`src/rtl/operand_forward_unit_pkg.sv`:
```
// Shared definitions for the EX-stage operand forwarding unit.
//   opsel_e     : encoding of the registered EX operand selects
//   TAG_FLAG_W  : flag bits carried with each in-flight destination tag (we, load)
package operand_forward_unit_pkg;

    typedef enum logic [1:0] {
        OPSEL_REG = 2'd0,   // regfile operand (also covers WB, regfile is write-through)
        OPSEL_IMM = 2'd1,   // immediate
        OPSEL_ALU = 2'd2,   // MEM-stage ALU result
        OPSEL_MEM = 2'd3    // MEM-stage load data
    } opsel_e;

    // A destination tag is {rd, we, load}: RADDR_W + TAG_FLAG_W bits.
    localparam int TAG_FLAG_W = 2;

endpackage

```
`src/rtl/operand_forward_unit_fwd_sel_logic.sv`:
```
// Per-operand forwarding priority compare.
//   rs, use_reg          : source index, and whether the operand reads a register
//   ex_* / mem_* / wb_*  : in-flight destination tags of the older instructions
//   sel                  : operand select to be registered for EX
//   load_hazard          : this operand depends on a load whose data is not yet forwardable
module fwd_sel_logic
    import operand_forward_unit_pkg::*;
#(
    parameter int RADDR_W    = 5,
    parameter int LOAD_STALL = 1
) (
    input  logic [RADDR_W-1:0] rs,
    input  logic               use_reg,
    input  logic [RADDR_W-1:0] ex_rd,
    input  logic               ex_we,
    input  logic               ex_load,
    input  logic [RADDR_W-1:0] mem_rd,
    input  logic               mem_we,
    input  logic               mem_load,
    input  logic [RADDR_W-1:0] wb_rd,
    input  logic               wb_we,
    output logic [1:0]         sel,
    output logic               load_hazard
);

    // With a two-bubble load-use policy the load data is not taken from MEM,
    // so a load still sitting in MEM is a hazard as well.
    localparam bit MEM_LOAD_STALLS = (LOAD_STALL == 2);

    logic rs_nonzero;
    logic ex_hit;
    logic mem_hit;
    logic wb_hit;

    // x0 is hardwired to zero: it never forwards and never stalls.
    assign rs_nonzero = (rs != '0);
    assign ex_hit     = ex_we  && (ex_rd  == rs) && rs_nonzero;
    assign mem_hit    = mem_we && (mem_rd == rs) && rs_nonzero;
    assign wb_hit     = wb_we  && (wb_rd  == rs) && rs_nonzero;

    always_comb begin
        sel = OPSEL_REG;
        if (!use_reg) begin
            sel = OPSEL_IMM;
        end else if (ex_hit && !ex_load) begin
            sel = OPSEL_ALU;
        end else if (mem_hit) begin
            sel = mem_load ? OPSEL_MEM : OPSEL_ALU;
        end else if (wb_hit) begin
            // Regfile writes through, so a WB producer is read as a normal register.
            sel = OPSEL_REG;
        end
    end

    assign load_hazard = use_reg &&
                         ((ex_hit && ex_load) ||
                          (MEM_LOAD_STALLS && mem_hit && mem_load));

endmodule

```
`src/rtl/operand_forward_unit.sv`:
```
// EX-stage operand forwarding unit.
// Tracks destination tags through EX/MEM/WB, registers the A/B forwarding selects
// computed in ID, raises the load-use stall and drives the EX operand muxes.
// Ports:
//   clk, rst_n                 : clock, asynchronous active-low reset
//   flush                      : squash ID and EX (branch/jump redirect)
//   id_valid, id_rs1, id_rs2   : ID instruction and its sources
//   id_use_rs2                 : 0 selects the immediate for operand B
//   id_rd, id_rd_we, id_is_load: ID destination tag
//   stall                      : combinational load-use stall (hold IF/ID, bubble EX)
//   reg_a, reg_b, imm          : EX regfile operands and immediate
//   alu_fwd, mem_fwd           : MEM-stage ALU result and load data
//   a_sel, b_sel               : registered operand selects
//   a_out, b_out               : EX operands
//   stall_cnt                  : saturating count of stall cycles
module operand_forward_unit
    import operand_forward_unit_pkg::*;
#(
    parameter int XLEN       = 32,
    parameter int RADDR_W    = 5,
    parameter int LOAD_STALL = 1,
    parameter int CNT_W      = 16
) (
    input  logic               clk,
    input  logic               rst_n,
    input  logic               flush,
    input  logic               id_valid,
    input  logic [RADDR_W-1:0] id_rs1,
    input  logic [RADDR_W-1:0] id_rs2,
    input  logic               id_use_rs2,
    input  logic [RADDR_W-1:0] id_rd,
    input  logic               id_rd_we,
    input  logic               id_is_load,
    output logic               stall,
    input  logic [XLEN-1:0]    reg_a,
    input  logic [XLEN-1:0]    reg_b,
    input  logic [XLEN-1:0]    imm,
    input  logic [XLEN-1:0]    alu_fwd,
    input  logic [XLEN-1:0]    mem_fwd,
    output logic [1:0]         a_sel,
    output logic [1:0]         b_sel,
    output logic [XLEN-1:0]    a_out,
    output logic [XLEN-1:0]    b_out,
    output logic [CNT_W-1:0]   stall_cnt
);

    localparam logic [CNT_W-1:0] CNT_ONE = {{(CNT_W-1){1'b0}}, 1'b1};

    // In-flight destination tags. WB needs no load flag: it only ever maps to the regfile.
    logic [RADDR_W-1:0] ex_rd;
    logic               ex_we;
    logic               ex_load;
    logic [RADDR_W-1:0] mem_rd;
    logic               mem_we;
    logic               mem_load;
    logic [RADDR_W-1:0] wb_rd;
    logic               wb_we;

    logic [1:0] a_sel_next;
    logic [1:0] b_sel_next;
    logic       a_hazard;
    logic       b_hazard;
    logic       bubble;

    function automatic logic [XLEN-1:0] pick(
        input logic [1:0]      sel,
        input logic [XLEN-1:0] from_reg,
        input logic [XLEN-1:0] from_imm,
        input logic [XLEN-1:0] from_alu,
        input logic [XLEN-1:0] from_mem
    );
        case (sel)
            OPSEL_IMM: pick = from_imm;
            OPSEL_ALU: pick = from_alu;
            OPSEL_MEM: pick = from_mem;
            default:   pick = from_reg;
        endcase
    endfunction

    fwd_sel_logic #(
        .RADDR_W    (RADDR_W),
        .LOAD_STALL (LOAD_STALL)
    ) u_sel_a (
        .rs          (id_rs1),
        .use_reg     (1'b1),
        .ex_rd       (ex_rd),
        .ex_we       (ex_we),
        .ex_load     (ex_load),
        .mem_rd      (mem_rd),
        .mem_we      (mem_we),
        .mem_load    (mem_load),
        .wb_rd       (wb_rd),
        .wb_we       (wb_we),
        .sel         (a_sel_next),
        .load_hazard (a_hazard)
    );

    fwd_sel_logic #(
        .RADDR_W    (RADDR_W),
        .LOAD_STALL (LOAD_STALL)
    ) u_sel_b (
        .rs          (id_rs2),
        .use_reg     (id_use_rs2),
        .ex_rd       (ex_rd),
        .ex_we       (ex_we),
        .ex_load     (ex_load),
        .mem_rd      (mem_rd),
        .mem_we      (mem_we),
        .mem_load    (mem_load),
        .wb_rd       (wb_rd),
        .wb_we       (wb_we),
        .sel         (b_sel_next),
        .load_hazard (b_hazard)
    );

    // Flush squashes the ID instruction, so it also masks the stall. Because the
    // stall depends only on the tag registers, an asynchronous reset drops it at once.
    assign stall  = id_valid && !flush && (a_hazard || b_hazard);
    assign bubble = stall || flush;

    // ---- ID -> EX -> MEM -> WB tag pipeline and registered selects ----
    always_ff @(posedge clk or negedge rst_n) begin
        if (!rst_n) begin
            ex_rd    <= '0;
            ex_we    <= 1'b0;
            ex_load  <= 1'b0;
            mem_rd   <= '0;
            mem_we   <= 1'b0;
            mem_load <= 1'b0;
            wb_rd    <= '0;
            wb_we    <= 1'b0;
            a_sel    <= OPSEL_REG;
            b_sel    <= OPSEL_REG;
        end else begin
            wb_rd    <= mem_rd;
            wb_we    <= mem_we;
            mem_rd   <= ex_rd;
            mem_we   <= ex_we;
            mem_load <= ex_load;
            if (bubble) begin
                ex_rd   <= '0;
                ex_we   <= 1'b0;
                ex_load <= 1'b0;
                a_sel   <= OPSEL_REG;
                b_sel   <= OPSEL_REG;
            end else begin
                ex_rd   <= id_rd;
                ex_we   <= id_rd_we && id_valid;
                ex_load <= id_is_load && id_valid;
                a_sel   <= a_sel_next;
                b_sel   <= b_sel_next;
            end
        end
    end

    // ---- stall performance counter (saturating) ----
    always_ff @(posedge clk or negedge rst_n) begin
        if (!rst_n) begin
            stall_cnt <= '0;
        end else if (stall && (stall_cnt != '1)) begin
            stall_cnt <= stall_cnt + CNT_ONE;
        end
    end

    // ---- EX operand muxes on the registered selects ----
    assign a_out = pick(a_sel, reg_a, imm, alu_fwd, mem_fwd);
    assign b_out = pick(b_sel, reg_b, imm, alu_fwd, mem_fwd);

endmodule

```
`config.mk`:
```
export PLATFORM = sky130hd
export DESIGN_NAME = operand_forward_unit
export DESIGN_NICKNAME = d
export VERILOG_FILES = /design/src/rtl/operand_forward_unit_pkg.sv /design/src/rtl/operand_forward_unit_fwd_sel_logic.sv /design/src/rtl/operand_forward_unit.sv
export SDC_FILE = /design/constraint.sdc
export NUM_CORES = 1
export LEC_CHECK = 0
export CORE_AREA = 2 2 103 105
export CTS_BUF_LIST = sky130_fd_sc_hd__clkbuf_4 sky130_fd_sc_hd__clkbuf_8 sky130_fd_sc_hd__clkbuf_16
export DETAILED_ROUTE_END_ITERATION = 10
export DIE_AREA = 0 0 105 107
export PLACE_DENSITY = 0.9
export SYNTH_ARGS = -nofsm -noshare
export SYNTH_HDL_FRONTEND = slang
export SYNTH_HIERARCHICAL = 1
export SYNTH_SLANG_ARGS = --single-unit
```
`constraint.sdc`:
```
create_clock -name clk -period 5.4 [get_ports clk]
set_input_delay 0.54 -clock clk [delete_from_list [all_inputs] [get_ports clk]]
set_output_delay 0.54 -clock clk [all_outputs]
set_load 0.03 [all_outputs]
```
==> impl_results.rst, run 1 <==
.. list-table::
   :header-rows: 1

   * - Metric
     - Value
   * - Highest cell delay on the worst timing path
     - slightly above 0.6 ns
   * - Worst path most repeated cell
     - clkdlybuf4s50_1
   * - Transition at the pin with the smallest max-transition slack
     - roughly 1.1 ns
   * - Outcome
     - finished, final reports clean
   * - Internal reg-to-reg setup slack
     - around 3.1 ns
   * - Top Ports
     - 267
   * - Total of endpoints with negative setup slack in the final report
     - 0
   * - Mean post-synth cell area
     - between 10 and 15 um2
   * - Fillcell total
     - about 800
   * - Total number of clock tree sinks
     - 34
   * - Leakage power of the design
     - between 0.002 and 0.0025 uW
   * - Routed wire length per instance
     - around 21 um
   * - Unrepaired setup endpoints after global routing
     - false
   * - Worst setup slack after placement
     - 1.89 ns
   * - Ordered cell list for the critical path
     - clkdlybuf4s50_1 -> or4_1 -> nor2_2 -> nor4_1 -> o21ai_0 -> inv_1 -> clkdlybuf4s50_1
   * - Hold WC Path Type
     - flip-flop to flip-flop
   * - Via count of the first global-routing pass
     - approximately 3700
   * - CP Class
     - primary input to output port
   * - Clock transition at the registers of the reported paths
     - ~0.08 ns
   * - Global Route met2 Usage
     - 0.433
   * - Fraction of final layout cells sized beyond drive strength 1
     - 0.178
   * - Worst Slack Setup Final
     - 1.85 ns
   * - Fin Setup TNS
     - 0 ns
   * - DR vias/cell
     - between 5 and 6
   * - Initial standard-cell utilization of the core
     - 0.316
   * - Clk Tree Root Cell
     - clkbuf_8
   * - Number of max-slew violations in the final report
     - 0
   * - Post-CTS Resized
     - 0
   * - Endpoint class of the critical path
     - output port
   * - Worst reg2reg startpoint
     - ex_rd[0]
   * - Final worst path period need
     - 3.55 ns
   * - Max Root-Sink Buffers
     - 2
   * - Cell depth of the worst hold path
     - 0
   * - Clock tree skew after final layout
     - 0.00762 ns
   * - Global route overflow
     - 0
   * - Buffers inserted by post-CTS timing repair
     - 0
   * - Detailed-route DRC error count
     - 0
   * - Count of yosys warnings during synthesis
     - 6
   * - TritonCTS clock tree
     - yes
   * - Start point of the worst min-delay path
     - ex_we
   * - Routed wire length
     - about 13 mm
   * - Initial antenna violation count
     - 0
   * - Largest net degree at the start of global routing
     - 35
   * - Fmax
     - around 280 MHz
   * - 1st-pass router iterations
     - 4
   * - Area of the core
     - around 10000 um2
   * - Die footprint
     - around 11000 um2
   * - Worst max-slew margin expressed relative to the limit
     - 0.267
   * - Post-synthesis cell count
     - 228
   * - Met3 global-route usage
     - 0.0438
   * - Period Utilization, post-route
     - 0.657
   * - Die Wd
     - ~110 um
   * - Hold Path Sink
     - mem_we
   * - Count of nets left with antenna violations after detail routing
     - 0
   * - Signal arrival time at the worst endpoint
     - roughly 3 ns
   * - Global Route met1 Usage
     - 0.272
   * - Maximum fanout along the worst path
     - 4
   * - Worst reg2reg path depth
     - 7
   * - Power per standard cell area
     - 159 nW/um2
   * - Critical path data required time
     - roughly 4.9 ns
   * - Most Crowded Layer GR
     - met2
   * - P&R area growth vs syn
     - 92.2%
   * - Wire length of the first global-routing pass
     - between 20 and 25 mm
   * - Reg2Reg Capture Point
     - stall_cnt[12]
   * - RePlAce Congestion
     - between 0.9 and 1
   * - Max capacitance violation total
     - 0
   * - Area of the mapped netlist
     - about 3200 um2
   * - Row count
     - 37
   * - CP max stage cell
     - clkdlybuf4s50_1
   * - CTS Buf Count
     - 5
   * - Nature of the critical path startpoint
     - primary input
   * - Count of input and output buffers
     - ~270
   * - Hold buffer count at CTS
     - 0
   * - Post-detailed-placement half-perimeter wirelength
     - ~11 mm
   * - CTS H-tree depth
     - 2
   * - DRT iter0 DRCs
     - 165
   * - Die span in y
     - approximately 110 um
   * - Clock latency on the worst-skew pair
     - about 0.29 ns
   * - IR drop worst, VDD
     - approximately 0.00014 V
   * - Final Hold Violating Endpoints
     - 0
   * - Net count of the finished layout
     - a little under 700
   * - Number of vias in the routed layout
     - between 3000 and 4000
   * - Number of antenna repair diodes
     - 0
   * - Global Route Usage Sum
     - 0.233
==> how the worst max path moves through the flow <==
stage,startpoint,depth (start not counted),slack (ns),to
floorplan,id_rs2[2],5,3.01,stall
global placement,id_rs2[2],7,1.93,stall
detailed placement,id_rs2[2],7,1.89,stall
CTS,id_rs2[2],7,1.87,stall
global route,id_rs1[2],7,1.74,stall
finish,id_rs2[2],7,1.85,stall
==> critical path, delay by kind of cell <==
kind / cells / cell delay [ns]
buf+inv: 3 / 1.24
simple gates: 3 / 0.86
compound gates: 1 / 0.36
==> power by group <==
group          switching (uW)  internal (uW)  total, uW
clock network             102            185        287
registers                20.4            260        280
logic                     157            249        406
total                     279            695        974
==> stage by stage <==
stage	std cells	utilization	cell area [um2]	hold slack (ns)	power (uW)
after detailed placement	621	0.594	6000	0.434	691
final	629	0.608	6130	0.458	974
after global routing	629	0.608	6130	0.471	1010
after floorplan	230	-	3200	0.244	456
after global placement	621	0.594	6000	0.427	682
after CTS	629	0.608	6130	0.452	977
==> layout make-up <==
class,instances,area [um2],area share
inverter,1,3.75,0.000612
sequential,34,853,0.139
timing repair buffer,269,2690,0.438
tap,136,170,0.0277
clock inverter,3,68.8,0.0112
clock buffer,5,68.8,0.0112
multi-input combinational,181,2280,0.372
==> flip-flops by register name, indices dropped and copies added, names as in the netlist <==
| signal | flops |
|---|---|
| mem_load | 1 |
| ex_we | 1 |
| stall_cnt | 16 |
| mem_we | 1 |
| a_sel | 2 |
| ex_rd | 5 |
| b_sel | 2 |
| mem_rd | 5 |
| ex_load | 1 |
==> per-layer routing <==
| metal | vias to the layer above | share of wire |
|---|---|---|
| met5 | - | 0 |
| met1 | 1691 | 0.36 |
| met2 | 218 | 0.54 |
| li1 | 1472 | - |
| met3 | 33 | 0.073 |
| met4 | 0 | 0.029 |
==> cells in the final DEF, fill, tap and decap left out, drive strengths merged, types with 2 or more instances in the layout <==
cell type        n
nor4b            2
nand2           10
o21ai            3
nor4             5
nand4            9
xnor2           20
and4             3
and3             3
nor3            10
buf              3
conb             3
clkbuf           5
nand3            3
mux2             2
clkdlybuf4s50  266
nor3b            2
o21a             2
xor2            12
nand4b           2
or4              2
bufinv           2
nor2             7
and2            10
o41ai            2
mux4            64
dfrtp           34
Note: power is estimated with default switching activity, not from simulation.
==> run 2, diff against run 1 <==
--- a/config.mk
+++ b/config.mk
@@ -5,11 +5,10 @@
 export SDC_FILE = /design/constraint.sdc
 export NUM_CORES = 1
 export LEC_CHECK = 0
-export CORE_AREA = 2 2 103 105
+export CORE_UTILIZATION = 31
 export CTS_BUF_LIST = sky130_fd_sc_hd__clkbuf_4 sky130_fd_sc_hd__clkbuf_8 sky130_fd_sc_hd__clkbuf_16
 export DETAILED_ROUTE_END_ITERATION = 10
-export DIE_AREA = 0 0 105 107
-export PLACE_DENSITY = 0.9
+export PLACE_DENSITY = 0.89
 export SYNTH_ARGS = -nofsm -noshare
 export SYNTH_HDL_FRONTEND = slang
 export SYNTH_HIERARCHICAL = 1
==> constraint.sdc (replaced) <==
create_clock -name clk -period 3.1 [get_ports clk]
set_input_delay 0.31 -clock clk [delete_from_list [all_inputs] [get_ports clk]]
set_output_delay 0.31 -clock clk [all_outputs]
set_load 0.03 [all_outputs]
==> run 2 against run 1 <==
  * Register-to-register slack got worse by 2.3 ns
  * Power increased by 58%
  * Sequential share of layout area barely moved
  * Clock skew shrank 0.0033 ns
  * Sequential power rose by 66%
  * Critical endpoint unchanged
==> impl_results.rst, run 2 (same netlist as run 1, synthesis figures left out) <==
.. list-table::
   :header-rows: 1

   * - Metric
     - Value
   * - Worst max-slew margin expressed relative to the limit
     - 0.476 (was 0.267)
   * - DR vias/cell
     - 5.35 (was 5.43)
   * - Part of the power in combinational logic
     - 0.478 (was 0.417)
   * - Highest cell delay on the worst timing path
     - 0.68 ns (was 0.62 ns)
   * - Final Hold Violating Endpoints
     - 0 (unchanged)
   * - DRT iter0 DRCs
     - 119 (was 165)
   * - Post-detailed-placement half-perimeter wirelength
     - 11.1 mm (was 11.0 mm)
   * - Initial standard-cell utilization of the core
     - 0.324 (was 0.316)
   * - Initial antenna violation count
     - 0 (unchanged)
   * - Number of antenna repair diodes
     - 0 (unchanged)
   * - Routed wire length per instance
     - 20.8 um (was 21.3 um)
   * - Endpoint class of the critical path
     - output port (unchanged)
   * - Post-CTS Resized
     - 0 (unchanged)
   * - Area after detailed placement
     - 6050 um2 (was 6000 um2)
   * - Reg2Reg Capture Point
     - stall_cnt[12] (unchanged)
   * - Total net switching power
     - 467 uW (was 279 uW)
   * - Final worst path period need
     - around 3 ns
   * - Period Utilization, post-route
     - 0.957
   * - Internal reg-to-reg setup slack
     - 0.78 ns (was 3.08 ns)
   * - Start point of the worst min-delay path
     - ex_we (unchanged)
   * - First element of the critical path
     - id_rs2[4] (was id_rs2[2])
   * - Transition at the pin with the smallest max-transition slack
     - 0.784 ns (was 1.10 ns)
   * - Total of endpoints with negative setup slack in the final report
     - 0 (unchanged)
   * - CP Class
     - primary input to output port (unchanged)
   * - Die Wd
     - 103 um (was 105 um)
   * - Relative contribution of the clock network to total power
     - 0.220 (was 0.295)
   * - Internal power
     - 1070 uW (was 695 uW)
   * - Global Route Usage Sum
     - 0.241 (was 0.233)
   * - Worst reg2reg path depth
     - 7 (unchanged)
   * - Worst reg2reg startpoint
     - ex_rd[0] (unchanged)
   * - Clock transition at the registers of the reported paths
     - 0.07 ns (was 0.08 ns)
   * - Clock tree skew after final layout
     - 0.00431 ns (was 0.00762 ns)
   * - Clock latency on the worst-skew pair
     - 0.28 ns (was 0.29 ns)
   * - Fillcell total
     - 760 (was 787)
   * - CTS H-tree depth
     - 2 (unchanged)
   * - Net count of the finished layout
     - 682 (was 675)
   * - Fin Setup TNS
     - 0 ns (unchanged)
   * - Die span in y
     - 103 um (was 107 um)
   * - Commonest non-fill, non-tap cell in the layout
     - clkdlybuf4s50_1 (unchanged)
   * - Hold buffer count at CTS
     - 0 (unchanged)
   * - Fraction of final layout cells sized beyond drive strength 1
     - 0.190 (was 0.178)
   * - Total number of clock tree sinks
     - 34 (unchanged)
   * - IR drop worst, VDD
     - 0.000212 V (was 0.000136 V)
   * - CP max stage cell
     - clkdlybuf4s50_1 (unchanged)
   * - Row count
     - 36 (was 37)
   * - P&R area growth vs syn
     - 92.4% (was 92.2%)
   * - Max capacitance violation total
     - 0 (unchanged)
   * - Via count of the first global-routing pass
     - 3585 (was 3717)
   * - Nature of the critical path startpoint
     - primary input (unchanged)
   * - Critical path data required time
     - 2.79 ns (was 4.86 ns)
   * - Signal arrival time at the worst endpoint
     - 2.66 ns (was 3.01 ns)
   * - Top Ports
     - 267 (unchanged)
   * - Registers with the most flip-flops
     - stall_cnt (16), ex_rd (5), mem_rd (5) (unchanged)
   * - Area of the core
     - 9860 um2 (was 10100 um2)
   * - Ordered cell list for the critical path
     - clkdlybuf4s50_1 -> xnor2_1 -> nand4_1 -> nor4_1 -> o21ai_0 -> inv_1 -> clkdlybuf4s50_1 (was clkdlybuf4s50_1 -> or4_1 -> nor2_2 -> nor4_1 -> o21ai_0 -> inv_1 -> clkdlybuf4s50_1)
   * - Unrepaired setup endpoints after global routing
     - false (unchanged)
   * - Worst path most repeated cell
     - clkdlybuf4s50_1 (unchanged)
   * - Maximum fanout along the worst path
     - 3 (was 4)
   * - Global route overflow
     - 0 (unchanged)
   * - Routed wire length
     - 13.2 mm (was 13.4 mm)
   * - Count of nets left with antenna violations after detail routing
     - 0 (unchanged)
   * - Max Root-Sink Buffers
     - 2 (unchanged)
   * - Die footprint
     - 10700 um2 (was 11200 um2)
   * - Register name with the most flops
     - stall_cnt (unchanged)
   * - Worst Slack Setup Final
     - 0.133 ns (was 1.85 ns)
   * - Clk Tree Root Cell
     - clkbuf_8 (unchanged)
   * - Post-layout power
     - 1540 uW (was 974 uW)
   * - Outcome
     - finished, final reports clean (unchanged)
   * - CTS Buf Count
     - 5 (unchanged)
   * - Largest register FFs
     - 16 (unchanged)
   * - Buffers inserted by post-CTS timing repair
     - 0 (unchanged)
   * - Worst setup path end
     - stall (unchanged)
   * - Detailed-route DRC error count
     - 0 (unchanged)
   * - RePlAce Congestion
     - 0.988 (was 0.904)
   * - 1st-pass router iterations
     - 4 (unchanged)
   * - Hold WC Path Type
     - flip-flop to flip-flop (unchanged)
   * - Power per standard cell area
     - 250 nW/um2 (was 159 nW/um2)
   * - Worst setup slack after placement
     - 0.176 ns (was 1.89 ns)
   * - Count of input and output buffers
     - 266 (unchanged)
   * - Power share of the sequential group
     - 0.302 (was 0.288)
   * - Leakage power of the design
     - 0.00226 uW (was 0.00225 uW)
   * - Leading cell types in the layout, fill and taps excluded
     - clkdlybuf4s50_1 (266), mux4_2 (64), dfrtp_1 (32) (unchanged)
   * - Number of max-slew violations in the final report
     - 0 (unchanged)
   * - Largest net degree at the start of global routing
     - 34 (was 35)
   * - TritonCTS clock tree
     - yes (unchanged)
   * - Fmax
     - 337 MHz
   * - Number of vias in the routed layout
     - 3386 (was 3414)
   * - Wire length of the first global-routing pass
     - 18.9 mm (was 20.6 mm)
   * - Switching share of power
     - 0.304 (was 0.287)
   * - Summed area of non-filler cells in the final layout
     - 6140 um2 (was 6130 um2)
==> run 2: power by group through the flow <==
stage / clock, uW / sequential, uW / combinational, uW
global route: 367 / 465 / 775
floorplan: 0 / 473 / 321
CTS: 344 / 465 / 740
global placement: 0 / 473 / 724
detailed placement: 0 / 473 / 737
finish: 338 / 465 / 734
==> run 2: cell type report <==
| class | count | area [um2] | share of cell area |
|---|---|---|---|
| timing repair buffer | 276 | 2740 | 0.446 |
| tap | 133 | 166 | 0.0271 |
| clock buffer | 6 | 82.6 | 0.0134 |
| multi-input combinational | 181 | 2280 | 0.372 |
| clock inverter | 2 | 12.5 | 0.00204 |
| sequential | 34 | 853 | 0.139 |
| inverter | 1 | 3.75 | 0.000611 |
==> run 2: how the worst min path moves through the flow <==
stage	end	slack [ns]	cells after the start
2_1_floorplan	a_sel[0]	0.01	0
4_1_cts	mem_we	0.42	0
3_5_place_dp	mem_we	0.41	0
5_1_grt	mem_we	0.43	0
3_3_place_gp	mem_we	0.41	0
6_report	mem_we	0.43	0
==> run 2: metrics by stage <==
step | hold slack (ns) | utilization | cells
2_1_floorplan | 0.0144 | - | 230
3_5_place_dp | 0.410 | 0.613 | 625
4_1_cts | 0.424 | 0.623 | 633
3_3_place_gp | 0.411 | 0.613 | 625
6_report | 0.432 | 0.623 | 633
5_1_grt | 0.433 | 0.623 | 633
==> run 2: worst max-delay path: cells and delay by family <==
kind	cells	cell delay, ns
buf+inv	3	1.39
compound gates	1	0.24
xor+xnor	1	0.14
simple gates	2	0.58
==> run 2: per-layer routing <==
| metal | vias to the layer above | part of all wire | GRT usage |
|---|---|---|---|
| met5 | - | 0 | 0 |
| met4 | 0 | 0.041 | 0.112 |
| met3 | 43 | 0.075 | 0.0524 |
| met2 | 168 | 0.52 | 0.426 |
| met1 | 1686 | 0.37 | 0.278 |
| li1 | 1489 | - | - |
